**config.mk**
```make
export PLATFORM = sky130hd
export DESIGN_NAME = regfile_read_port_flat
export DESIGN_NICKNAME = d
export VERILOG_FILES = /design/src/rtl/wisc_rf_pkg.sv /design/src/rtl/regfile_read_port_if.sv /design/src/rtl/rf_resp_fifo.sv /design/src/rtl/regfile_read_port.sv /design/src/flat_wrapper.sv
export SDC_FILE = /design/constraint.sdc
export NUM_CORES = 1
export LEC_CHECK = 0
export BUFFER_PORTS_ARGS = -buffer_cell sky130_fd_sc_hd__buf_2
export CAP_MARGIN = 20
export CORE_UTILIZATION = 41
export DETAILED_ROUTE_END_ITERATION = 12
export PLACE_DENSITY = 0.8
export REMOVE_ABC_BUFFERS = 1
export SYNTH_ARGS = -nofsm -noshare
export SYNTH_HDL_FRONTEND = slang
export SYNTH_HIERARCHICAL = 1
export SYNTH_SLANG_ARGS = --single-unit
```
**constraint.sdc**
```tcl
create_clock -name clk -period 3.7 [get_ports clk]
set_input_delay 1.11 -clock clk [delete_from_list [all_inputs] [get_ports clk]]
set_output_delay 1.11 -clock clk [all_outputs]
set_load 0.01 [all_outputs]
```
**src/rtl/wisc_rf_pkg.sv**
```systemverilog
// Shared types and helpers for the 16x16 register-file read path.
package wisc_rf_pkg;

  localparam int WORD_W  = 16;
  localparam int NREG    = 16;
  localparam int REGID_W = 4;

  typedef logic [WORD_W-1:0]  word_t;
  typedef logic [REGID_W-1:0] regid_t;

  // One buffered response: operand pair for rs1/rs2.
  typedef struct packed {
    word_t d1;
    word_t d2;
  } rsp_entry_t;

  // Register 0 is hard-wired to zero, so it never gets a read enable.
  function automatic logic [NREG-1:0] onehot16(input regid_t rs);
    logic [NREG-1:0] v;
    v = '0;
    if (rs != '0) v[rs] = 1'b1;
    return v;
  endfunction

  function automatic word_t merge_masked(input word_t old_val, input word_t new_val,
                                         input word_t mask);
    return (old_val & ~mask) | (new_val & mask);
  endfunction

endpackage

```
**src/rtl/regfile_read_port_if.sv**
```systemverilog
// Request/response handshake bundle between decode and the register-file read port.
interface regfile_read_port_if;
  import wisc_rf_pkg::*;

  logic   req_valid;
  logic   req_ready;
  regid_t req_rs1;
  regid_t req_rs2;
  logic   rsp_valid;
  logic   rsp_ready;
  word_t  rsp_data1;
  word_t  rsp_data2;

  modport master (
    output req_valid, req_rs1, req_rs2, rsp_ready,
    input  req_ready, rsp_valid, rsp_data1, rsp_data2
  );

  modport slave (
    input  req_valid, req_rs1, req_rs2, rsp_ready,
    output req_ready, rsp_valid, rsp_data1, rsp_data2
  );

endinterface

```
**src/rtl/rf_resp_fifo.sv**
```systemverilog
// Circular response FIFO holding captured operand pairs; head is visible combinationally.
module rf_resp_fifo
  import wisc_rf_pkg::*;
#(
  parameter int DEPTH = 2,
  localparam int CNT_W = $clog2(DEPTH + 1),
  localparam int PTR_W = $clog2(DEPTH)
) (
  input  logic             clk,
  input  logic             rst,
  input  logic             push,
  input  rsp_entry_t       push_data,
  input  logic             pop,
  output rsp_entry_t       pop_data,
  output logic [CNT_W-1:0] count,
  output logic             full,
  output logic             empty
);

  rsp_entry_t       mem_q [DEPTH];
  logic [PTR_W-1:0] wr_ptr_q, wr_ptr_d;
  logic [PTR_W-1:0] rd_ptr_q, rd_ptr_d;
  logic [CNT_W-1:0] count_q, count_d;
  logic             do_push;
  logic             do_pop;

  // Pointers wrap explicitly so non-power-of-two depths stay circular.
  function automatic logic [PTR_W-1:0] ptr_inc(input logic [PTR_W-1:0] p);
    return (p == PTR_W'(DEPTH - 1)) ? '0 : p + 1'b1;
  endfunction

  always_comb begin
    full     = (count_q == CNT_W'(DEPTH));
    empty    = (count_q == '0);
    count    = count_q;
    do_push  = push && !full;
    do_pop   = pop && !empty;
    wr_ptr_d = do_push ? ptr_inc(wr_ptr_q) : wr_ptr_q;
    rd_ptr_d = do_pop ? ptr_inc(rd_ptr_q) : rd_ptr_q;
    count_d  = count_q;
    case ({do_push, do_pop})
      2'b10:   count_d = count_q + 1'b1;
      2'b01:   count_d = count_q - 1'b1;
      default: count_d = count_q;
    endcase
    pop_data = empty ? '0 : mem_q[rd_ptr_q];
  end

  always_ff @(posedge clk or negedge rst) begin
    if (!rst) begin
      wr_ptr_q <= '0;
      rd_ptr_q <= '0;
      count_q  <= '0;
    end else begin
      wr_ptr_q <= wr_ptr_d;
      rd_ptr_q <= rd_ptr_d;
      count_q  <= count_d;
    end
  end

  // Storage is data-only; stale contents are masked by the empty check above.
  always_ff @(posedge clk) begin
    if (do_push) mem_q[wr_ptr_q] <= push_data;
  end

endmodule

```
**src/rtl/regfile_read_port.sv**
```systemverilog
// Register-file read controller: S1 enable stage, bitline capture, buffered response.
// Optional same-cycle write bypass is enabled by defining REGREAD_BYPASS_EN.
module regfile_read_port
  import wisc_rf_pkg::*;
#(
  parameter int DEPTH = 2
) (
  input  logic                clk,
  input  logic                rst,
  regfile_read_port_if.slave  rf,
  output logic [NREG-1:0]     rd_en1,
  output logic [NREG-1:0]     rd_en2,
  input  word_t               bitline1,
  input  word_t               bitline2,
  input  logic                wr_en,
  input  regid_t              wr_reg,
  input  word_t               wr_data,
  input  word_t               wr_mask
);

  localparam int CNT_W = $clog2(DEPTH + 1);

  logic             s1_valid_q, s1_valid_d;
  regid_t           s1_rs1_q, s1_rs1_d;
  regid_t           s1_rs2_q, s1_rs2_d;
  logic             accept;
  logic             pop;
  logic             push;
  logic [CNT_W:0]   occupancy;
  logic [CNT_W-1:0] fifo_count;
  logic             fifo_full;
  logic             fifo_empty;
  word_t            d1, d2;
  rsp_entry_t       push_entry;
  rsp_entry_t       head_entry;

  // Admission counts the entry still in S1, and a same-cycle pop frees a slot.
  always_comb begin
    pop          = !fifo_empty && rf.rsp_ready;
    occupancy    = {1'b0, fifo_count} + (CNT_W + 1)'(s1_valid_q) - (CNT_W + 1)'(pop);
    rf.req_ready = rst && (occupancy < (CNT_W + 1)'(DEPTH));
    accept       = rf.req_valid && rf.req_ready;
    s1_valid_d   = accept;
    s1_rs1_d     = accept ? rf.req_rs1 : s1_rs1_q;
    s1_rs2_d     = accept ? rf.req_rs2 : s1_rs2_q;
  end

  always_ff @(posedge clk or negedge rst) begin
    if (!rst) begin
      s1_valid_q <= 1'b0;
      s1_rs1_q   <= '0;
      s1_rs2_q   <= '0;
    end else begin
      s1_valid_q <= s1_valid_d;
      s1_rs1_q   <= s1_rs1_d;
      s1_rs2_q   <= s1_rs2_d;
    end
  end

  always_comb begin
    rd_en1 = s1_valid_q ? onehot16(s1_rs1_q) : '0;
    rd_en2 = s1_valid_q ? onehot16(s1_rs2_q) : '0;
    d1     = (s1_rs1_q == '0) ? '0 : bitline1;
    d2     = (s1_rs2_q == '0) ? '0 : bitline2;
`ifdef REGREAD_BYPASS_EN
    // Bitlines carry the pre-write value; fold in the write landing at this edge.
    if (wr_en && (wr_reg == s1_rs1_q) && (s1_rs1_q != '0))
      d1 = merge_masked(bitline1, wr_data, wr_mask);
    if (wr_en && (wr_reg == s1_rs2_q) && (s1_rs2_q != '0))
      d2 = merge_masked(bitline2, wr_data, wr_mask);
`endif
    push          = s1_valid_q && !fifo_full;
    push_entry.d1 = d1;
    push_entry.d2 = d2;
  end

`ifndef REGREAD_BYPASS_EN
  logic unused_wr;
  assign unused_wr = ^{wr_en, wr_reg, wr_data, wr_mask};
`endif

  rf_resp_fifo #(
    .DEPTH (DEPTH)
  ) u_resp_fifo (
    .clk       (clk),
    .rst       (rst),
    .push      (push),
    .push_data (push_entry),
    .pop       (pop),
    .pop_data  (head_entry),
    .count     (fifo_count),
    .full      (fifo_full),
    .empty     (fifo_empty)
  );

  always_comb begin
    rf.rsp_valid = !fifo_empty;
    rf.rsp_data1 = head_entry.d1;
    rf.rsp_data2 = head_entry.d2;
  end

endmodule

```
**src/flat_wrapper.sv**
```systemverilog
// flat-port wrapper written by rule: the top's interface ports become plain ports
module regfile_read_port_flat import wisc_rf_pkg::*;
#(
  parameter int DEPTH = 2
)
  (clk, rst, rd_en1, rd_en2, bitline1, bitline2, wr_en, wr_reg, wr_data, wr_mask, rf_req_valid, rf_req_rs1, rf_req_rs2, rf_rsp_ready, rf_req_ready, rf_rsp_valid, rf_rsp_data1, rf_rsp_data2);
  regfile_read_port_if rf_i ();
  input  logic clk;
  input  logic rst;
  output logic [NREG-1:0] rd_en1;
  output logic [NREG-1:0] rd_en2;
  input  word_t bitline1;
  input  word_t bitline2;
  input  logic wr_en;
  input  regid_t wr_reg;
  input  word_t wr_data;
  input  word_t wr_mask;
  input wire logic [$bits(rf_i.req_valid)-1:0] rf_req_valid;
  input wire logic [$bits(rf_i.req_rs1)-1:0] rf_req_rs1;
  input wire logic [$bits(rf_i.req_rs2)-1:0] rf_req_rs2;
  input wire logic [$bits(rf_i.rsp_ready)-1:0] rf_rsp_ready;
  output wire logic [$bits(rf_i.req_ready)-1:0] rf_req_ready;
  output wire logic [$bits(rf_i.rsp_valid)-1:0] rf_rsp_valid;
  output wire logic [$bits(rf_i.rsp_data1)-1:0] rf_rsp_data1;
  output wire logic [$bits(rf_i.rsp_data2)-1:0] rf_rsp_data2;
  assign rf_i.req_valid = rf_req_valid;
  assign rf_i.req_rs1 = rf_req_rs1;
  assign rf_i.req_rs2 = rf_req_rs2;
  assign rf_i.rsp_ready = rf_rsp_ready;
  assign rf_req_ready = rf_i.req_ready;
  assign rf_rsp_valid = rf_i.rsp_valid;
  assign rf_rsp_data1 = rf_i.rsp_data1;
  assign rf_rsp_data2 = rf_i.rsp_data2;
  regfile_read_port #(.DEPTH(DEPTH)) u_core (.clk(clk), .rst(rst), .rf(rf_i), .rd_en1(rd_en1), .rd_en2(rd_en2), .bitline1(bitline1), .bitline2(bitline2), .wr_en(wr_en), .wr_reg(wr_reg), .wr_data(wr_data), .wr_mask(wr_mask));
endmodule
```
# Yosys cells after proc, flatten, opt, wreduce, memory -nomap -nowiden
# Memories as Yosys holds them, arrays and structs flattened.
# Index checks and enable logic that the tools add are counted.
[totals] out_inout_bits=66 wordCells=53 in_bits=81 register_bits=13 mem_bits_rw=64 mem_count=1
[memory_table] name="u_core.u_resp_fifo.mem_q" words=2 word_bits=32 rd=1 rd_clocked_by_memory_dff=0 write_ports=1 line_no="rf_resp_fifo.sv:20" rtl="rsp_entry_t mem_q [DEPTH];"
[classes] mux=16 n_reduce_logical=16 order_cmp=5 n_addsub=6 eq_ne=3
[ops] cell="16-bit two-way mux" count=6
[ops] cell="32-bit two-way mux" count=1
[ops] cell="4-bit by 5-bit < comparator with 1-bit output (second input constant)" count=2
[ops] cell="1-bit demux with 4-bit select" count=2
[ops] cell="4-bit by 1-bit >= comparator with 1-bit output (second input constant)" count=2
[ops] cell="1-bit logical AND" count=8
[ops] cell="4-bit logical NOT" count=2
[ops] cell="4-bit nonzero test" count=2
[ops] cell="1-bit two-way mux" count=6
[ops] cell="2-bit == test (second input constant)" count=2
[ops] cell="2-bit one-hot mux with 2 select lines" count=1
[ops] cell="2-bit by 1-bit adder with 3-bit output" count=1
[ops] cell="3-bit by 2-bit < comparator with 1-bit output (second input constant)" count=1
[ops] cell="3-bit by 1-bit subtractor with 3-bit output" count=1
[ops] cell="1-bit adder (second input constant)" count=2
[ops] cell="2-bit by 1-bit adder with 2-bit output (second input constant)" count=1
[ops] cell="2-bit by 1-bit == test with 1-bit output (second input constant)" count=1
[ops] cell="1-bit logical NOT" count=2
[ops] cell="2-bit logical NOT" count=1
[ops] cell="2-bit nonzero test" count=1
[ops] cell="2-bit by 1-bit subtractor with 2-bit output (second input constant)" count=1

# Longest topological paths before layout
[depth] ltp_word=7 depth_mapped=10 mapped_depth_nobuf=8

# Hierarchy
# Netlist, hierarchy kept.
[by_module_without_submodules] module="rf_resp_fifo" instances=1 area_each_um2=2617.5 seq_area_each_um2=2021.9 cells_each=153
[by_module_without_submodules] module="regfile_read_port" instances=1 area_each_um2=969.7 seq_area_each_um2=225.2 cells_each=118

# Worst setup path after synthesis
# OpenSTA, ideal clock, no wires.
[synth_path] kind="input -> output" startpoint="input rf_rsp_ready" endpoint="output rf_req_ready" t_arrival_ns=2.381 path_stages=6 setup_slack_ns=0.209 path_cell_list="nor2b_1 > ha_1 > nand2b_1 > fa_1 > xor2_1 > nor2_1"
[synth_between] elab_chain_cells=4
[synth_rtl] item="start, declared" line_no="flat_wrapper.sv:21" rtl="input wire logic [$bits(rf_i.rsp_ready)-1:0] rf_rsp_ready;"
[synth_rtl] item="1-bit logical AND" line_no="regfile_read_port.sv:39" rtl="pop = !fifo_empty && rf.rsp_ready;"
[synth_rtl] item="3-bit by 1-bit subtractor with 3-bit output" line_no="regfile_read_port.sv:40" rtl="occupancy = {1'b0, fifo_count} + (CNT_W + 1)'(s1_valid_q) - (CNT_W + 1)'(pop);"
[synth_rtl] item="3-bit by 2-bit < comparator with 1-bit output" line_no="regfile_read_port.sv:41" rtl="rf.req_ready = rst && (occupancy < (CNT_W + 1)'(DEPTH));"
[synth_rtl] item="1-bit logical AND" line_no="regfile_read_port.sv:41"
[synth_rtl] item="end, declared" line_no="flat_wrapper.sv:22" rtl="output wire logic [$bits(rf_i.req_ready)-1:0] rf_req_ready;"
# No other way between the ends.

# Worst setup path in the final report
[layout_path] startpoint="input rf_rsp_ready" endpoint="output rf_req_ready"
[layout_between] elab_chain_cells=4
[layout_rtl] item="1-bit logical AND" line_no="regfile_read_port.sv:39"
[layout_rtl] item="named net u_core.pop" line_no="regfile_read_port.sv:27" rtl="logic pop;"
[layout_rtl] item="3-bit by 1-bit subtractor with 3-bit output" line_no="regfile_read_port.sv:40"
[layout_rtl] item="3-bit by 2-bit < comparator with 1-bit output" line_no="regfile_read_port.sv:41"
[layout_rtl] item="1-bit logical AND" line_no="regfile_read_port.sv:41"
# The timed path passes the listed nets, and every way through them passes these cells.

==> qor.txt <==
Worst setup SP type - input port
Critical Path RT - 2.59 ns
drt pass-1 iters - 4
CTS Sinks - 77
P&R area growth vs syn - 24.5%
share of post-route cells with drive strength above 1 - 38.5%
gp weighted congestion - 0.804
initial antenna violation count - 0
DR iter-0 viols - 49
status - finished, final reports clean
Hold Fails Final Rpt - 0
Cells after Synth - 271
placed inst area - 4190 sq um
fin util - 53.6%
endpoints failing setup - 0
WP buf/inv - 2
commonest non-fill, non-tap cell in the layout - buf_2
post-route ant nets - 0
multi-input logic area - 1260 sq um
most frequent cells in the layout - buf_2 (107), edfxtp_1 (64), nor2_1 (52)
vias in the first global route - 2165
Yosys warnings - 6
slowest stage delay, CP - 0.55 ns
Leak Pwr - 1.92 nW
DP Wirelength - 4220 microns
Final period util - 97.5%
Slowest-stage cell, CP - fa_2
Reg clk slew, reported paths - 0.08 ns
setup tns final - 0 ns
drt wl/cell - 13.0 microns
Psw - 0.00115 W
syn_area_per_cell - 13.2 sq um
R2R Path Start - u_core/u_resp_fifo/count[1]$_DFFE_PN0P_
H-tree levels - 3
Global Route Usage Sum - 14.3%
post-layout min period - 3.61 ns
Post-synth EDFFs - 64
CP Cell Sequence - buf_2 > nor2b_4 > ha_4 > nand2b_4 > fa_2 > nand2_2 > nor2_1 > buf_2
most frequent CP cell - buf_2
CP Max Fanout - 2
number of buffers added on ports - 107
Slew @ Worst Pin - 0.954 ns
Vias per Instance - 4.81
layout net count - 463
clk root buf - clkbuf_8
Die Width - 95.5 microns
Power Total - 0.00331 W
Worst EP arrival - 2.50 ns
largest net degree at the start of global routing - 35
post-synthesis cell area - 3590 sq um
ant diodes - 0
Layout Skew - 0.00814 ns
CTS Buffer Depth - 2
core area - 8340 sq um
IO Pins - 147
Num CTS Buffers - 9
async set or reset register ratio after synthesis - 16.9%
MaxCap Viol Count - 0
fin. max-slew vios - 0
sequential share of the synthesized area - 62.6%
DR DRC count - 0
Clk pwr share - 22.4%
Initial Util - 43.0%
clk_lat worst skew - 0.33 ns
switch share - 34.8%
Pint - 0.00216 W
max frequency - 0.277 GHz
DIE HEIGHT - 95.5 microns
total gr overflow - 0
Hold Startpoint - u_core/u_resp_fifo/wr_ptr_q$_DFFE_PN0P_
worst ir drop on vdd - 0.428 mV
Fill cells - 724
die area - 9130 sq um
first-pass GRT wire length - 9850 microns
Crit Path Class - input port to primary output
Synth Flop Type - edfxtp_1
Comb pwr share - 37.9%
Vias - 2354
Storage cell area - 2250 sq um
CP delay by family, top - adder cells
TritonCTS clock tree - yes
Power per Cell Area - 740 nW/um^2
Critical Path Source - rf_rsp_ready
Final Cell Area - 4470 sq um
number of distinct library cells after synthesis - 28
relative slew slack - 36.2%
worst min path class - flip-flop to flip-flop
FP Rows - 33
#FFs+latches synth - 77
sequential share of power - 39.7%
final WL - 6360 microns
crit path capture type - primary output
power groups by stage:
stage	combinational [W]	sequential (W)	clock [W]
4_1_cts	0.00124	0.00131	0.000759
3_5_place_dp	0.00122	0.00133	0
5_1_grt	0.00139	0.00134	0.000790
6_report	0.00125	0.00131	0.000741
2_1_floorplan	0.000766	0.00134	0
3_3_place_gp	0.00119	0.00132	0
Yosys cell counts, types with 3 or more instances:
library cell | number | area share [%]
buf_2 | 6 | 0.84
buf_4 | 3 | 0.63
buf_6 | 6 | 1.9
dfrtp_1 | 13 | 9.1
edfxtp_1 | 64 | 54
inv_1 | 3 | 0.31
mux2_4 | 8 | 3.3
mux2i_1 | 32 | 8.9
nand2_1 | 7 | 0.73
nand2b_1 | 7 | 1.2
nand3_1 | 3 | 0.42
nor2_1 | 53 | 5.5
nor2b_1 | 33 | 5.8
nor3_1 | 11 | 1.5
xnor2_1 | 3 | 0.73
xor2_1 | 3 | 0.73
state kept, by name, summed over array words and instances, names as in the netlist:
register	count
u_core/s1_rs2_q	4
u_core/u_resp_fifo/rd_ptr_q	1
u_core/s1_valid_q	1
u_core/u_resp_fifo/wr_ptr_q	1
u_core/u_resp_fifo/mem_q	64
u_core/u_resp_fifo/count	2
u_core/s1_rs1_q	4
routing by layer:
metal	global-route usage, %	vias to the layer above	wire, microns
met4	5.22	0	32
met2	25.9	69	3430
met3	3.67	4	320
met1	16.2	1122	2580
met5	0	-	0
li1	-	1159	-
stage by stage:
step                      hold slack, ns  worst slack, ns  instances
after floorplan                    0.461           0.0889        257
after global placement             0.527           0.0167        472
after detailed placement           0.539          0.00553        472
after CTS                          0.555          0.00357        489
after global routing               0.569         -0.00659        489
final                              0.559           0.0915        489
repair_timing:
item                                    4_1_cts  5_1_grt
gates cloned                                  0        0
pin swaps                                     0        3
endpoints found under the setup margin        1        1
hold buffers                                  0        0
setup buffers                                 1        0
resized for setup                             0        6
final timing paths:
check	slack [ns]	to	cells after the start
max	0.09	rf_req_ready	8
min in group asynchronous	0.67	u_core/s1_rs1_q[0]$_DFFE_PN0P_	1
max reg2reg	1.07	u_core/s1_rs2_q[1]$_DFFE_PN0P_	10
min	0.56	u_core/u_resp_fifo/wr_ptr_q$_DFFE_PN0P_	1
min reg2reg	0.56	u_core/u_resp_fifo/wr_ptr_q$_DFFE_PN0P_	1
max in group asynchronous	2.77	u_core/u_resp_fifo/rd_ptr_q$_DFFE_PN0P_	1
logic make-up (layout without fill, tap and decap cells):
group | count (synthesis) | count (layout) | share of synthesized area (%)
adder cells (fa/ha/maj) | 3 | 3 | 1.26
other | 1 | 2 | 0.105
flip-flops | 77 | 77 | 62.6
buffers and inverters | 18 | 130 | 3.66
XOR/XNOR | 6 | 6 | 1.47
multiplexers | 40 | 40 | 12.3
AND/OR/NAND/NOR | 126 | 126 | 18.6
final cells by class:
cell class,count,area share [%]
sequential,77,50.3
inverter,3,0.252
tap,105,2.94
timing repair buffer,111,12.9
multi-input combinational,177,28.2
clock inverter,6,2.49
clock buffer,10,2.86
Power figures use the tool's default switching activity.
